<file path="config.mk">
export PLATFORM = sky130hd
export DESIGN_NAME = uart_tx_merge_fifo
export DESIGN_NICKNAME = d
export VERILOG_FILES = /design/src/rtl/uart_merge_pkg.sv /design/src/rtl/sync_fifo_2w1r.sv /design/src/rtl/uart_tx_merge_fifo.sv
export SDC_FILE = /design/constraint.sdc
export NUM_CORES = 1
export LEC_CHECK = 0
export ABC_AREA = 1
export BUFFER_PORTS_ARGS = -buffer_cell sky130_fd_sc_hd__buf_2
export CELL_PAD_IN_SITES_DETAIL_PLACEMENT = 1
export CELL_PAD_IN_SITES_GLOBAL_PLACEMENT = 1
export CORE_MARGIN = 2
export CORE_UTILIZATION = 49
export CTS_BUF_LIST = sky130_fd_sc_hd__clkbuf_8
export CTS_CLUSTER_DIAMETER = 120
export DETAILED_ROUTE_END_ITERATION = 8
export PLACE_DENSITY = 0.8
export SYNTH_ARGS = -nofsm -noshare
export SYNTH_HDL_FRONTEND = slang
export SYNTH_HIERARCHICAL = 1
export SYNTH_SLANG_ARGS = --single-unit
</file>
<file path="constraint.sdc">
create_clock -name i_clk -period 4.7 [get_ports i_clk]
set_clock_uncertainty 0.15 [all_clocks]
set_input_delay 0.94 -clock i_clk [delete_from_list [all_inputs] [get_ports i_clk]]
set_output_delay 0.94 -clock i_clk [all_outputs]
set_load 0.05 [all_outputs]
</file>
<file path="src/rtl/uart_merge_pkg.sv">
// Constants shared by the UART merge FIFO and the IO read mux.
package uart_merge_pkg;

    localparam int DW            = 8;
    localparam int UART_BUSY_BIT = 9;

endpackage

</file>
<file path="src/rtl/sync_fifo_2w1r.sv">
// Synchronous FIFO with two ordered write ports and one read port.
// Port 1 writes only alongside port 0 and lands one slot after it.
module sync_fifo_2w1r #(
    parameter  int DEPTH = 16,
    parameter  int DW    = 8,
    localparam int AW    = $clog2(DEPTH)
) (
    input  logic          clk,
    input  logic          rst,
    input  logic          wr0_en,
    input  logic [DW-1:0] wr0_data,
    input  logic          wr1_en,
    input  logic [DW-1:0] wr1_data,
    input  logic          rd_en,
    output logic          rd_valid,
    output logic [DW-1:0] rd_data,
    output logic [AW:0]   level
);

    logic [DW-1:0] mem_q [DEPTH];
    logic [AW:0]   wr_ptr_q, wr_ptr_d;
    logic [AW:0]   rd_ptr_q, rd_ptr_d;
    logic [AW:0]   wr1_ptr;

    always_comb begin
        wr_ptr_d = wr_ptr_q;
        rd_ptr_d = rd_ptr_q;
        wr1_ptr  = wr_ptr_q + 1'b1;
        if (wr0_en) begin
            wr_ptr_d = wr1_en ? wr_ptr_q + (AW+1)'(2) : wr1_ptr;
        end
        if (rd_en) begin
            rd_ptr_d = rd_ptr_q + 1'b1;
        end
    end

    always_ff @(posedge clk) begin
        if (rst) begin
            wr_ptr_q <= '0;
            rd_ptr_q <= '0;
        end else begin
            wr_ptr_q <= wr_ptr_d;
            rd_ptr_q <= rd_ptr_d;
        end
    end

    // Storage is not reset; writes during reset are suppressed so contents stay discarded.
    always_ff @(posedge clk) begin
        if (!rst) begin
            if (wr0_en) begin
                mem_q[wr_ptr_q[AW-1:0]] <= wr0_data;
            end
            if (wr0_en && wr1_en) begin
                mem_q[wr1_ptr[AW-1:0]] <= wr1_data;
            end
        end
    end

    always_comb begin
        level    = wr_ptr_q - rd_ptr_q;
        rd_valid = (level != '0);
        rd_data  = rd_valid ? mem_q[rd_ptr_q[AW-1:0]] : '0;
    end

endmodule

</file>
<file path="src/rtl/uart_tx_merge_fifo.sv">
// Merges the two CPU IO write lanes into one ordered byte stream for the UART.
// Lane a is always enqueued ahead of lane b; bytes that do not fit are dropped.
module uart_tx_merge_fifo
    import uart_merge_pkg::*;
#(
    parameter  int DEPTH = 16,
    parameter  int DW    = uart_merge_pkg::DW,
    localparam int AW    = $clog2(DEPTH)
) (
    input  logic          i_clk,
    input  logic          i_rst,
    input  logic          i_a_valid,
    input  logic [DW-1:0] i_a_data,
    input  logic          i_b_valid,
    input  logic [DW-1:0] i_b_data,
    output logic          o_valid,
    output logic [DW-1:0] o_data,
    input  logic          i_ready,
    output logic          o_busy,
    output logic [AW:0]   o_level,
    output logic          o_overflow
);

    localparam logic [AW:0] FULL_LVL = (AW+1)'(DEPTH);
    localparam logic [AW:0] TWO      = (AW+1)'(2);

    logic [AW:0]   free;
    logic          wr0_en, wr1_en, drop;
    logic [DW-1:0] wr0_data, wr1_data;
    logic          overflow_q, overflow_d;

    // Free space comes from registered occupancy only; a same-cycle pop does not help.
    always_comb begin
        free     = FULL_LVL - o_level;
        wr0_en   = 1'b0;
        wr1_en   = 1'b0;
        wr0_data = i_a_data;
        wr1_data = i_b_data;
        drop     = 1'b0;
        if (i_a_valid && i_b_valid) begin
            if (free >= TWO) begin
                wr0_en = 1'b1;
                wr1_en = 1'b1;
            end else if (free != '0) begin
                wr0_en = 1'b1;
                drop   = 1'b1;
            end else begin
                drop   = 1'b1;
            end
        end else if (i_a_valid || i_b_valid) begin
            wr0_data = i_a_valid ? i_a_data : i_b_data;
            if (free != '0) begin
                wr0_en = 1'b1;
            end else begin
                drop   = 1'b1;
            end
        end
        overflow_d = overflow_q | drop;
    end

    always_ff @(posedge i_clk) begin
        if (i_rst) begin
            overflow_q <= 1'b0;
        end else begin
            overflow_q <= overflow_d;
        end
    end

    sync_fifo_2w1r #(
        .DEPTH (DEPTH),
        .DW    (DW)
    ) u_fifo (
        .clk      (i_clk),
        .rst      (i_rst),
        .wr0_en   (wr0_en),
        .wr0_data (wr0_data),
        .wr1_en   (wr1_en),
        .wr1_data (wr1_data),
        .rd_en    (o_valid & i_ready),
        .rd_valid (o_valid),
        .rd_data  (o_data),
        .level    (o_level)
    );

    assign o_busy     = (free < TWO);
    assign o_overflow = overflow_q;

endmodule

</file>
==> metrics.md <==
| Metric | Value |
|---|---|
| Setup Fix Bufs, Post-CTS | `0` |
| WL/cell | `roughly 22 µm` |
| Largest net degree at the start of global routing | `65` |
| DRT Wirelength | `25.2 mm` |
| PortBufs | `36` |
| Clock-pin slew on the worst setup and hold paths | `70 ps` |
| Number of enable flip-flop cells after synthesis | `128` |
| # setup viols final | `0` |
| Syn. warnings | `6` |
| Post_cts resized | `0` |
| Cell count after synthesis | `941` |
| Leakage power | `3.59 nW` |
| Placed Cells | `1,138` |
| Worst-Skew Late Latency | `between 400 and 500 ps` |
| Total grt overflow | `0` |
| CP arrival | `4150 ps` |
| Initial core utilization | `0.504` |
| Status | `finished clean` |
| CORE AREA | `15,900 µm²` |
| Die area | `17,500 µm²` |
| Initial antenna violation count | `0` |
| Asr flop ratio synth | `0` |
| CP endpoint kind | `flip-flop` |
| CP Max Fanout | `17` |
| Max VDD drop | `0.567 mV` |
| Number of CTS-inserted buffers | `17` |
| Sequential area share after synthesis | `0.515` |
| Pwr dens | `604 nW/µm²` |
| Setup crit start kind | `flip-flop` |
| Die Ht | `~130 µm` |
| CTS H-tree lvls | `4` |
| Final hold violations | `0` |
| Final non-filler cell total | `1,167` |
| Final worst slack | `470 ps` |
| Final Cycle Share | `0.900` |
| # IOs | `37` |
| Crit Path Category | `flip-flop to flip-flop` |
| Util after Layout | `0.536` |
| Vias in the first global route | `approximately 7,000` |
| Syn Nets | `a little under 1,000` |
| Syn Std Cell Area | `8040 µm²` |
| Cell Rows | `46` |
| # hold bufs at CTS | `0` |
| Metal3 WL | `1.71 mm` |
| Placer Congestion | `roughly 0.85` |
| Hold_ws | `a little under 400 ps` |
| Pre-CTS WS | `489 ps` |
| Via count | `between 6,000 and 7,000` |
| Synthesized area per cell | `8.55 µm²` |
| Layout fillers | `1,954` |
| ANT cells | `0` |
| Share of post-route cells with drive strength above 1 | `0.136` |
| Routed via count divided by cell count | `~5.9` |
| Slew Limit Fails | `0` |
| Initial DRC count | `639` |
| Relative max-transition margin | `0.194` |
| DPL Wire Length | `between 15 and 20 mm` |
| Total GRT Usage | `0.298` |
| Hold WC Path Type | `flip-flop to flip-flop` |
| Met1 wire length | `9.87 mm` |
| Top-count cell post-synth | `nand2_1` |
| Top sig layer | `met4` |
| Setup TNS | `0 ps` |
| DRT Pass-1 Iters | `5` |
| Top-area cell type share of the netlist area | `0.478` |
| Die Wd | `about 130 µm` |
| Seq cells post-synth | `143` |
| Synth area leaders | `edfxtp_1, nand2_1, nand3_1` |
| Netlist cell types | `32` |
| Final nets | `977` |
| Required time of the critical path | `4620 ps` |
| RSZ-0062 raised after global routing | `false` |
| P&R area growth vs syn | `6.29%` |
| Post-route ant nets | `0` |
| Root Driver | `clkbuf_8` |
| Area leader, netlist | `edfxtp_1` |
| Achievable frequency | `236 MHz` |
| Metal2 WL | `roughly 13 mm` |
| Clock sink total | `143` |
| Reg2reg setup slack | `between 400 and 500 ps` |
| Clock period minus worst slack | `4230 ps` |
| DRC Markers | `0` |
| Clk buf depth | `2` |
| Post-synth top cells | `nand2_1, edfxtp_1, nand3_1` |
| CTS tree | `built` |
| Synth Flop Type | `edfxtp_1` |
| Max-Cap Viols | `0` |
| Slew at the pin with the worst max-slew slack | `1200 ps` |
| First-pass GRT wire length | `39.5 mm` |
[power breakdown]
part / leakage (nW) / internal [mW] / switching [mW] / total, mW
registers: 1.28 / 1.54 / 0.0653 / 1.60
logic: 2.14 / 0.681 / 2.04 / 2.72
clock network: 0.167 / 0.393 / 0.444 / 0.837
[metrics by stage]
stage	power [mW]	cell area (µm²)
detailed placement	4.34	8230
global route	5.46	8550
finish	5.16	8550
CTS	5.18	8550
global placement	4.22	8230
floorplan	3.62	8040
[flip-flops by register name, indices dropped and copies added, names as in the netlist, named ones only]
name,cells
o_overflow,1
u_fifo/wr_ptr_q,5
u_fifo/rd_ptr_q,5
u_fifo/mem_q,128
[layer usage]
layer | vias up | track usage
li1 | 3165 | -
met1 | 3344 | 0.367
met2 | 266 | 0.521
met3 | 65 | 0.0550
met4 | 0 | 0.115
met5 | - | 0
[cell families (layout without fill, tap and decap cells)]
kind of cell / Yosys count / in the layout / share of synthesized area
simple gates: 490 / 490 / 0.269
xor+xnor: 5 / 5 / 0.00871
mux: 8 / 8 / 0.0112
buf+inv: 119 / 129 / 0.0677
flops: 143 / 143 / 0.515
compound gates: 161 / 161 / 0.103
fa+ha+maj: 15 / 15 / 0.0243
[critical path, stage by stage (launching register included)]
cell and delay [ps]:
dfxtp_1 370, inv_1 190, ha_1 170, inv_1 60, fa_1 400, xor2_1 450
inv_1 80, nand2_1 100, nand2_1 80, nand3_2 90, nor2_4 50, nand2_1 60
nand2_1 70, nand2_1 140, nand2_1 110, inv_2 90, nand2_1 110, nor2_2 290
nand2_2 270, o21ai_0 520
[layout make-up]
type	count	area, µm²	area share
Clock buffer	17	234	0.0274
Clock inverter	12	82.6	0.00966
Inverter	53	199	0.0233
Multi-Input combinational cell	679	3350	0.392
Sequential cell	143	4150	0.485
Tap cell	216	270	0.0316
Timing Repair Buffer	47	263	0.0307
[final timing paths]
| path | from | to | depth (start not counted) |
|---|---|---|---|
| worst max-delay path | u_fifo/wr_ptr_q[0]$_SDFFE_PP0P_ | u_fifo/mem_q[7][5]$_DFFE_PP_ | 19 |
| worst min-delay path | u_fifo/rd_ptr_q[4]$_SDFFE_PP0P_ | u_fifo/rd_ptr_q[4]$_SDFFE_PP0P_ | 2 |
| worst max register to register | u_fifo/wr_ptr_q[0]$_SDFFE_PP0P_ | u_fifo/mem_q[7][5]$_DFFE_PP_ | 19 |
| worst min register to register | u_fifo/rd_ptr_q[4]$_SDFFE_PP0P_ | u_fifo/rd_ptr_q[4]$_SDFFE_PP0P_ | 2 |
[cells in the final DEF (no fill, tap or decap), types with 2 or more instances in the layout]
cell type,instances
a21oi_1,8
nand2_2,16
dfxtp_1,14
inv_2,6
or2_2,2
nand2_4,5
ha_1,14
nand3_2,4
mux2_2,8
xor2_1,3
o21ai_0,92
inv_1,49
buf_4,11
nand2_1,301
edfxtp_1,128
buf_2,36
clkinv_2,2
nand3_1,121
clkbuf_8,17
nor2_1,26
o21ai_2,6
nor2_4,7
nor3_1,3
clkinv_1,5
nor2_2,3
o21ai_1,54
Power figures use the tool's default switching activity.
